File: config.mk
export PLATFORM = sky130hd
export DESIGN_NAME = ov5640_init_seq
export DESIGN_NICKNAME = d
export VERILOG_FILES = /design/src/rtl/ov5640_cfg_pkg.sv /design/src/rtl/init_delay_cnt.sv /design/src/rtl/ov5640_init_seq.sv
export SDC_FILE = /design/constraint.sdc
export NUM_CORES = 1
export LEC_CHECK = 0
export BUFFER_PORTS_ARGS = -buffer_cell sky130_fd_sc_hd__buf_2
export CORE_UTILIZATION = 55
export CTS_BUF_LIST = sky130_fd_sc_hd__clkbuf_16
export CTS_CLUSTER_SIZE = 25
export DETAILED_ROUTE_END_ITERATION = 6
export MAX_ROUTING_LAYER = met4
export PLACE_DENSITY = 0.79
export SLEW_MARGIN = 40
export SYNTH_ARGS = -nofsm -noshare
export SYNTH_HDL_FRONTEND = slang
export SYNTH_SLANG_ARGS = --single-unit
export TNS_END_PERCENT = 20
File: constraint.sdc
create_clock -name clk -period 2.7 [get_ports clk]
set_input_delay 0.27 -clock clk [delete_from_list [all_inputs] [get_ports clk]]
set_output_delay 0.27 -clock clk [all_outputs]
set_load 0.01 [all_outputs]
File: src/rtl/ov5640_cfg_pkg.sv
// Shared definitions for the OV5640 init sequencer: FSM encoding, soft-reset
// register identification and ROM entry field extraction.
package ov5640_cfg_pkg;

    typedef logic [3:0] state_t;

    localparam state_t ST_PWR_WAIT  = 4'd0;
    localparam state_t ST_FETCH     = 4'd1;
    localparam state_t ST_LATCH     = 4'd2;
    localparam state_t ST_ISSUE     = 4'd3;
    localparam state_t ST_WAIT_DONE = 4'd4;
    localparam state_t ST_RST_WAIT  = 4'd5;
    localparam state_t ST_NEXT      = 4'd6;
    localparam state_t ST_DONE      = 4'd7;
    localparam state_t ST_ERROR     = 4'd8;

    localparam logic [15:0] SOFT_RST_REG = 16'h3008;
    localparam int          SOFT_RST_BIT = 7;

    // ROM entry layout is {reg_addr[15:0], data[7:0]}
    function automatic logic [15:0] entry_reg(input logic [23:0] entry);
        return entry[23:8];
    endfunction

    function automatic logic [7:0] entry_data(input logic [23:0] entry);
        return entry[7:0];
    endfunction

    function automatic logic is_soft_rst(input logic [15:0] reg_addr, input logic [7:0] data);
        return (reg_addr == SOFT_RST_REG) && data[SOFT_RST_BIT];
    endfunction

endpackage

File: src/rtl/init_delay_cnt.sv
// Loadable down-counter; done is high whenever the count has reached zero.
module init_delay_cnt #(
    parameter int             CW      = 8,
    parameter logic [CW-1:0]  RST_VAL = {CW{1'b0}}
) (
    input  logic          clk,
    input  logic          rst,
    input  logic          load,
    input  logic [CW-1:0] load_val,
    input  logic          en,
    output logic          done
);

    logic [CW-1:0] cnt_r;

    // Count down while enabled, saturating at zero
    always_ff @(posedge clk) begin
        if (rst) begin
            cnt_r <= RST_VAL;
        end else if (load) begin
            cnt_r <= load_val;
        end else if (en && (cnt_r != {CW{1'b0}})) begin
            cnt_r <= cnt_r - CW'(1);
        end else begin
            cnt_r <= cnt_r;
        end
    end

    assign done = (cnt_r == {CW{1'b0}});

endmodule

File: src/rtl/ov5640_init_seq.sv
// Walks the OV5640 init ROM and issues each entry as one SCCB write, with
// power-up and soft-reset waits, NACK retries and done/error reporting.
module ov5640_init_seq
    import ov5640_cfg_pkg::*;
#(
    parameter int ADDR_WIDTH  = 8,
    parameter int TABLE_LEN   = 82,
    parameter int PWR_DLY_CYC = 1_000_000,
    parameter int RST_DLY_CYC = 250_000,
    parameter int RETRY_MAX   = 3
) (
    input  logic                  clk,
    input  logic                  rst,
    input  logic                  re_init,
    output logic [ADDR_WIDTH-1:0] rom_addr,
    input  logic [23:0]           rom_q,
    output logic                  wr_req,
    output logic [15:0]           wr_reg_addr,
    output logic [7:0]            wr_data,
    input  logic                  wr_ack,
    input  logic                  wr_done,
    input  logic                  wr_err,
    output logic                  busy,
    output logic                  init_done,
    output logic                  init_err,
    output logic [ADDR_WIDTH-1:0] err_index
);

    localparam int DLY_MAX = (PWR_DLY_CYC > RST_DLY_CYC) ? PWR_DLY_CYC : RST_DLY_CYC;
    localparam int CW      = $clog2(DLY_MAX) + 1;
    localparam int RW      = (RETRY_MAX < 1) ? 1 : $clog2(RETRY_MAX + 1);

    localparam logic [CW-1:0]         PWR_LOAD  = CW'(PWR_DLY_CYC - 1);
    localparam logic [CW-1:0]         RST_LOAD  = CW'(RST_DLY_CYC - 1);
    localparam logic [RW-1:0]         RETRY_LIM = RW'(RETRY_MAX);
    localparam logic [ADDR_WIDTH-1:0] LAST_IDX  = ADDR_WIDTH'(TABLE_LEN - 1);

    state_t                  state_r;
    logic [ADDR_WIDTH-1:0]   idx_r;
    logic [RW-1:0]           retry_r;

    logic                    done_evt_s;
    logic                    soft_s;
    logic                    load_rst_s;
    logic                    load_pwr_s;
    logic                    dly_load_s;
    logic [CW-1:0]           dly_val_s;
    logic                    dly_en_s;
    logic                    dly_done_s;

    // A done accompanying the ack in ISSUE is resolved immediately
    assign done_evt_s = wr_done && ((state_r == ST_WAIT_DONE) || ((state_r == ST_ISSUE) && wr_ack));
    assign soft_s     = is_soft_rst(wr_reg_addr, wr_data);
    assign load_rst_s = done_evt_s && !wr_err && soft_s;
    assign load_pwr_s = re_init && ((state_r == ST_DONE) || (state_r == ST_ERROR));
    assign dly_load_s = load_rst_s || load_pwr_s;
    assign dly_en_s   = (state_r == ST_PWR_WAIT) || (state_r == ST_RST_WAIT);

    // Pick the reload value for whichever wait state is being entered
    always_comb begin
        dly_val_s = RST_LOAD;
        if (load_pwr_s) begin
            dly_val_s = PWR_LOAD;
        end else begin
            dly_val_s = RST_LOAD;
        end
    end

    init_delay_cnt #(
        .CW      (CW),
        .RST_VAL (PWR_LOAD)
    ) u_dly (
        .clk      (clk),
        .rst      (rst),
        .load     (dly_load_s),
        .load_val (dly_val_s),
        .en       (dly_en_s),
        .done     (dly_done_s)
    );

    // Sequencer FSM with registered write interface and status outputs
    always_ff @(posedge clk) begin
        if (rst) begin
            state_r     <= ST_PWR_WAIT;
            idx_r       <= {ADDR_WIDTH{1'b0}};
            retry_r     <= {RW{1'b0}};
            rom_addr    <= {ADDR_WIDTH{1'b0}};
            wr_req      <= 1'b0;
            wr_reg_addr <= 16'h0000;
            wr_data     <= 8'h00;
            busy        <= 1'b1;
            init_done   <= 1'b0;
            init_err    <= 1'b0;
            err_index   <= {ADDR_WIDTH{1'b0}};
        end else begin
            case (state_r)
                ST_PWR_WAIT: begin
                    if (dly_done_s) begin
                        idx_r    <= {ADDR_WIDTH{1'b0}};
                        rom_addr <= {ADDR_WIDTH{1'b0}};
                        state_r  <= ST_FETCH;
                    end
                end
                ST_FETCH: begin
                    state_r <= ST_LATCH;
                end
                ST_LATCH: begin
                    wr_reg_addr <= entry_reg(rom_q);
                    wr_data     <= entry_data(rom_q);
                    retry_r     <= {RW{1'b0}};
                    wr_req      <= 1'b1;
                    state_r     <= ST_ISSUE;
                end
                ST_ISSUE, ST_WAIT_DONE: begin
                    if ((state_r == ST_ISSUE) && wr_ack) begin
                        wr_req  <= 1'b0;
                        state_r <= ST_WAIT_DONE;
                    end
                    // Later assignments override the ack handling above
                    if (done_evt_s) begin
                        if (!wr_err) begin
                            state_r <= soft_s ? ST_RST_WAIT : ST_NEXT;
                        end else if (retry_r < RETRY_LIM) begin
                            retry_r <= retry_r + RW'(1);
                            wr_req  <= 1'b1;
                            state_r <= ST_ISSUE;
                        end else begin
                            err_index <= idx_r;
                            busy      <= 1'b0;
                            init_err  <= 1'b1;
                            state_r   <= ST_ERROR;
                        end
                    end
                end
                ST_RST_WAIT: begin
                    if (dly_done_s) begin
                        state_r <= ST_NEXT;
                    end
                end
                ST_NEXT: begin
                    if (idx_r == LAST_IDX) begin
                        busy      <= 1'b0;
                        init_done <= 1'b1;
                        state_r   <= ST_DONE;
                    end else begin
                        idx_r    <= idx_r + ADDR_WIDTH'(1);
                        rom_addr <= idx_r + ADDR_WIDTH'(1);
                        state_r  <= ST_FETCH;
                    end
                end
                ST_DONE, ST_ERROR: begin
                    if (re_init) begin
                        idx_r     <= {ADDR_WIDTH{1'b0}};
                        busy      <= 1'b1;
                        init_done <= 1'b0;
                        init_err  <= 1'b0;
                        state_r   <= ST_PWR_WAIT;
                    end
                end
                default: begin
                    state_r <= ST_PWR_WAIT;
                end
            endcase
        end
    end

endmodule

==> flow_summary.ini, run 1 <==
[cells_and_area]
drive_gt1_share_pct = 22.1
nets = 563
n_fill_cell = 573
diodes = 0
seq_area_sq_um = 1580
multi_input_area_sq_um = 2080
stdcell_area_sq_um = 4550
final_core_util_pct = 67.4
area_growth_syn_to_layout_pct = 18.7

[sta]
tns_ps = 0
grt_setup_unrepaired = false
timing.final.crit_share_pct = 85.5
fmax_mhz = 433
finalHoldViolCount = 0
layout_min_cycle_time_ps = 2310
maxSlewHeadroom_pct = 49.4
setup_viol = 0
drv_slew = 0
finalClockSkew_ps = 7.39
tightest_slew_ps = 751
fin_hold_ws_ps = 171

[clock_network]
hold_buffers = 0
tritoncts = done
numCtsBuffers = 9
cts_resized = 0
clk_latency_ps = 330
clockBufferDepth = 2
clock-sinks = 79
cts_root_buf = clkbuf_16
cts.clk_slew.worst_paths_ps = 60
htreeDepth = 3
postCtsSetupBuffers = 0

[synth]
synth_ff_type = dfxtp_1
ys_seq_area_share_pct = 41.3
synth_area_sq_um = 3830
netlist_instances = 459
synth_edf_count = 0
async_flop_share_pct = 0
syn_nets = 494
ys_top_cells_by_count = 79 x dfxtp_1, 68 x nand2_1, 48 x a21oi_1, 33 x nor2_1, 24 x nand3_1
synthTopCellsByArea = dfxtp_1 41%, nand2_1 6.7%, a21oi_1 6.3%
ys_ff_latch = 79
synth_top_area_cell = dfxtp_1
syn_area_per_cell_sq_um = 8.35
yosys_warnings = 0
synth_top_area_share_pct = 41.3
synthDistinctLibCells = 62
yosys.cell_count.top_type = dfxtp_1

[setup_path]
ff2ff_path_depth = 6
r2r_end = u_dly.cnt_r[3]$_SDFFE_PP1P_
critical_path.endpoint_type = flip-flop
crit_path_max_fanout = 18
startpoint_type = flip-flop
crit_chain = or3b_1 -> a211oi_1 -> a21oi_1 -> buf_4 -> a2111oi_1 -> mux2i_1
cpPeakStageDelay_ps = 480
r2r_setup_slack_ps = 390
critical_path_buf_inv_count = 1
slowest_stage = dfxtp_1
worstPathRequired_ps = 2960
r2r_start = state_r[2]$_SDFFE_PP0P_
arrival_ps = 2570
critPathKind = flip-flop to flip-flop
cp_top_family = compound AO/OA/AOI/OAI gates

[floorplanning]
io_pins = 74
die_h_um = 85.5
dieArea_sq_um = 7310
core_sq_um = 6760
rows = 30
start_util_pct = 56.7
die_x_um = 85.5

[placed_design]
io_buffer_count = 73
dp_hpwl_um = 6450
placed_area_sq_um = 4290
gp_congestion = 0.891

[grt]
antenna_found_initial = 0
grt_use_met1_pct = 33.0
grt_max_degree = 35
grt_util_met2_pct = 44.7
grtUsageMet3_pct = 5.58
grt-busiest-layer = met2
grt_pass1_vias = 3405
grt_pass1_wl_um = 15500
track_usage_pct = 27.3
grt_overflow_total = 0

[route]
vias = 3607
routed_wl_um = 9310
drt-vias-per-instance = 5.88
drt_iter0_markers = 165
ant_nets = 0
first_pass_iters = 4
routedWlPerCell_um = 15.2
drc = 0

[worst_hold_path]
min_delay_path_depth = 3
whs_endpoint = wr_reg_addr[12]$_SDFFE_PP0P_
hp-class = input port to flip-flop
hp-start = rom_q[20]

[outcome]
outcome = finished clean

[job]
drv_cap = 0

[power_and_ir_drop]
ir_drop_uv = 364
total_power_w = 0.00233
powerDensity_nw_per_um2 = 511
p_leak_nw = 1.85
-- power by group --
group / switching (W) / total, W / internal (W) / leakage, nW
combinational: 0.0000411 / 0.0000715 / 0.0000304 / 1.09
clock: 0.000468 / 0.00108 / 0.000613 / 0.128
sequential: 0.00000439 / 0.00117 / 0.00117 / 0.637
-- layout make-up --
class / count / share of cell area (%)
multi-input combinational: 336 / 45.7
sequential: 79 / 34.7
timing repair buffer: 87 / 10.3
clock buffer: 9 / 4.95
tap: 80 / 2.20
inverter: 15 / 1.24
clock inverter: 7 / 0.880
-- flip-flops by register name, summed over array words and instances, names as in the netlist, 2 cells and up --
name,flops
err_index,8
rom_addr,8
u_dly.cnt_r,21
wr_data,8
retry_r,2
wr_reg_addr,16
state_r,4
idx_r,8
-- worst min-delay path, cell delays in order --
cell and delay [ps]:
buf_2 90, nand2_1 50, a21oi_1 50
-- placed cells by master, fill, tap and decap left out, types with 4 or more instances in the layout --
cell / instances
o2bb2ai_1: 5
nor2_1: 33
a31oi_1: 5
mux2i_1: 19
ha_1: 5
o21ai_0: 9
nand2_1: 68
a21oi_1: 48
nor3_1: 14
nor4b_1: 4
dfxtp_1: 79
or3_1: 8
clkbuf_16: 9
a2111oi_1: 4
a311oi_1: 4
nand3_1: 24
buf_4: 14
nand3b_1: 5
nor4_1: 4
a211oi_1: 5
buf_2: 73
xor2_1: 4
and3_1: 4
nand4b_1: 4
inv_1: 16
-- cell families (layout without fill, tap and decap cells) --
kind of cell	count (synthesis)	count (layout)	synth area share, %
multiplexers	23	23	6.14
flip-flops	79	79	41.3
AO/OA/AOI/OAI	102	102	17.2
adder cells (fa/ha/maj)	5	5	1.63
XOR/XNOR	7	7	1.60
AND/OR/NAND/NOR	199	199	27.4
buffers and inverters	44	118	4.76
-- routing by layer --
metal / vias to the layer above / part of all wire, % / wire (um)
met5: - / 0 / 0
met4: 0 / 1.3 / 123
met3: 11 / 5.5 / 514
met2: 107 / 50 / 4630
met1: 1699 / 43 / 4050
li1: 1790 / - / -
-- through the flow --
step           cells  setup WS (ps)
2_1_floorplan    459            590
3_3_place_gp     597            440
3_5_place_dp     597            397
4_1_cts          613            389
5_1_grt          613            232
6_report         613            390
-- worst max-delay path by stage --
| stage | endpoint | from | slack (ps) | depth (start not counted) |
|---|---|---|---|---|
| final | u_dly.cnt_r[3]$_SDFFE_PP1P_ | state_r[2]$_SDFFE_PP0P_ | 390 | 6 |
| after global routing | u_dly.cnt_r[14]$_SDFFE_PP1P_ | state_r[2]$_SDFFE_PP0P_ | 230 | 6 |
| after CTS | u_dly.cnt_r[14]$_SDFFE_PP1P_ | state_r[2]$_SDFFE_PP0P_ | 390 | 6 |
| after detailed placement | u_dly.cnt_r[14]$_SDFFE_PP1P_ | state_r[2]$_SDFFE_PP0P_ | 400 | 6 |
| after global placement | u_dly.cnt_r[8]$_SDFFE_PP0P_ | state_r[0]$_SDFFE_PP0P_ | 440 | 6 |
| after floorplan | u_dly.cnt_r[9]$_SDFFE_PP1P_ | wr_reg_addr[1]$_SDFFE_PP0P_ | 590 | 6 |
(Power assumes the default switching activity.)
==> inputs of run 2 (changes only) <==
Settings changed: ABC_AREA set to 1, GPL_ROUTABILITY_DRIVEN set to 0.
==> run 2 against run 1 <==
  * Synthesized cell count increased by 26%
  * Combinational power decreased by 11%
  * First-iteration DRC count increased by 48%
  * Cell count increased by 22%
  * Maximum frequency increased by 13%
  * Flip-flop and latch count unchanged
  * Count of clock-buffer cells in the layout unchanged
  * Die area increased by 1.8%
  * Worst setup slack improved by 260 ps
  * Non-clock buffer count decreased by 13
  * Sequential power about the same
  * Largest cell class unchanged
  * Highest routed layer unchanged
==> flow_summary.ini, run 2 <==
[outcome]
outcome = finished clean

[setup_path]
critical_path.endpoint_type = flip-flop
r2r_start = state_r[3]$_SDFFE_PP0P_
r2r_end = u_dly.cnt_r[1]$_SDFFE_PP1P_
startpoint_type = flip-flop
worstPathRequired_ps = 2870
arrival_ps = 2230
crit_path_max_fanout = 14
critPathKind = flip-flop to flip-flop
ff2ff_path_depth = 7
r2r_setup_slack_ps = 650

[clock_network]
tritoncts = done
postCtsSetupBuffers = 0
cts_resized = 0
clk_latency_ps = 330
clockBufferDepth = 2
cts_root_buf = clkbuf_16
clock-sinks = 79
cts.clk_slew.worst_paths_ps = 60
hold_buffers = 0
numCtsBuffers = 9
htreeDepth = 3

[route]
routedWlPerCell_um = 12.5
vias = 3961
first_pass_iters = 5
drc = 0
drt_iter0_markers = 244
routed_wl_um = 9410
ant_nets = 0
drt-vias-per-instance = 5.28

[placed_design]
dp_hpwl_um = 6900
io_buffer_count = 73
pre_cts_slack_ps = 683
post-place-cells = 734

[sta]
finalHoldViolCount = 0
tns_ps = 0
fmax_mhz = 487
drv_slew = 0
finalClockSkew_ps = 4.04
tightest_slew_ps = 667
layout_min_cycle_time_ps = 2050
grt_setup_unrepaired = false
timing.final.crit_share_pct = 76.0
setup_viol = 0
setup_ws_ps = 648
maxSlewHeadroom_pct = 55.4

[synth]
synthXorXnorAreaFrac_pct = 1.35
yosys_warnings = 0
syn_area_per_cell_sq_um = 6.73
synth_top_family_by_area = simple AND/OR/NAND/NOR gates
yosys.cell_count.top_type = nand2_1
synth_ff_type = dfxtp_1
synthAdderAreaFrac_pct = 1.60
synth_mux_area_share_pct = 0
ys_ff_latch = 79
synth_top_area_share_pct = 40.5
async_flop_share_pct = 0
ys_seq_area_share_pct = 40.5
synth_compound_area_share_pct = 13.3
ys_top_cells_by_count = 135 x nand2_1, 109 x nor2_1, 79 x dfxtp_1, 51 x a21oi_1, 47 x nand3_1
syn_nets = 615
synth_top_area_cell = dfxtp_1
synth_area_sq_um = 3910
yosys.area_share.simple_pct = 35.9
netlist_instances = 580
synth_edf_count = 0
synthDistinctLibCells = 35
synthTopCellsByArea = dfxtp_1 40%, nand2_1 13%, nor2_1 10%

[cells_and_area]
area_growth_syn_to_layout_pct = 17.8
drive_gt1_share_pct = 17.6
largest-register = u_dly.cnt_r
final_common_cell = nand2_1
diodes = 0
layout_common_cells = 135 x nand2_1, 109 x nor2_1, 79 x dfxtp_1
final_core_util_pct = 67.4
multi_input_area_sq_um = 2040
seq_area_sq_um = 1580
stdcell_count = 750
n_fill_cell = 623
top_regs = u_dly.cnt_r (21), wr_reg_addr (16)
largest_reg_flops = 21
nets = 684

[floorplanning]
die_h_um = 86.3
io_pins = 74
dieArea_sq_um = 7440
start_util_pct = 57.2
rows = 30
core_sq_um = 6830
die_x_um = 86.3

[grt]
track_usage_pct = 27.6
grt_pass1_vias = 3580
grt_overflow_total = 0
antenna_found_initial = 0
grt_max_degree = 37
grt_pass1_wl_um = 16000

[power_and_ir_drop]
powerDensity_nw_per_um2 = 531
ir_drop_uv = 309
p_leak_nw = 2.07

[worst_hold_path]
hp-class = input port to flip-flop
whs_endpoint = wr_reg_addr[6]$_SDFFE_PP0P_
hp-start = rom_q[14]
min_delay_path_depth = 3

[job]
drv_cap = 0
[run 2: worst max path at each step]
stage | startpoint | end | slack, ps
after global routing | state_r[0]$_SDFFE_PP0P_ | u_dly.cnt_r[0]$_SDFFE_PP1P_ | 370
final | state_r[3]$_SDFFE_PP0P_ | u_dly.cnt_r[1]$_SDFFE_PP1P_ | 650
after floorplan | state_r[2]$_SDFFE_PP0P_ | u_dly.cnt_r[11]$_SDFFE_PP0P_ | 1220
after detailed placement | state_r[0]$_SDFFE_PP0P_ | u_dly.cnt_r[1]$_SDFFE_PP1P_ | 680
after CTS | state_r[0]$_SDFFE_PP0P_ | u_dly.cnt_r[1]$_SDFFE_PP1P_ | 650
after global placement | state_r[3]$_SDFFE_PP0P_ | u_dly.cnt_r[0]$_SDFFE_PP1P_ | 800
[run 2: final cells by class]
class	count	area share [%]
clock buffers	9	4.89
clock inverters	7	1.58
inverters	52	4.24
multi-input cells	433	44.2
flip-flops and latches	79	34.4
well taps	96	2.61
repair buffers	74	8.10
[run 2: logic make-up (layout without fill, tap and decap cells)]
| group | Yosys count | in the layout |
|---|---|---|
| compound gates | 98 | 98 |
| xor+xnor | 6 | 6 |
| fa+ha+maj | 5 | 5 |
| buf+inv | 68 | 142 |
| flops | 79 | 79 |
| simple gates | 324 | 324 |
[run 2: metal layers]
layer | wire, um | GRT usage, %
met5 | 0 | -
met4 | 182 | 11.4
met2 | 4630 | 46.5
met1 | 4110 | 32.6
met3 | 479 | 5.05
[run 2: per-stage QoR]
step                power [W]  area [sq um]  hold WS (ps)
finish                0.00245          4600           183
global route          0.00252          4600           208
CTS                   0.00246          4600           178
detailed placement    0.00126          4310           438
global placement      0.00126          4310           429
floorplan             0.00123          3910           435
[run 2: power by group]
| group | leakage (nW) | switching [W] | internal (W) |
|---|---|---|---|
| sequential | 0.637 | 0.00000255 | 0.00117 |
| combinational | 1.29 | 0.0000374 | 0.0000264 |
| clock | 0.143 | 0.000492 | 0.000717 |
[run 2: critical path, cell delays in order (launching register included)]
cell      delay (ps)
dfxtp_1          460
nor2_2           110
nand2_1           70
nand2_1          100
nand2_2          260
nand2_1          140
nor2_1           530
o211ai_1         210
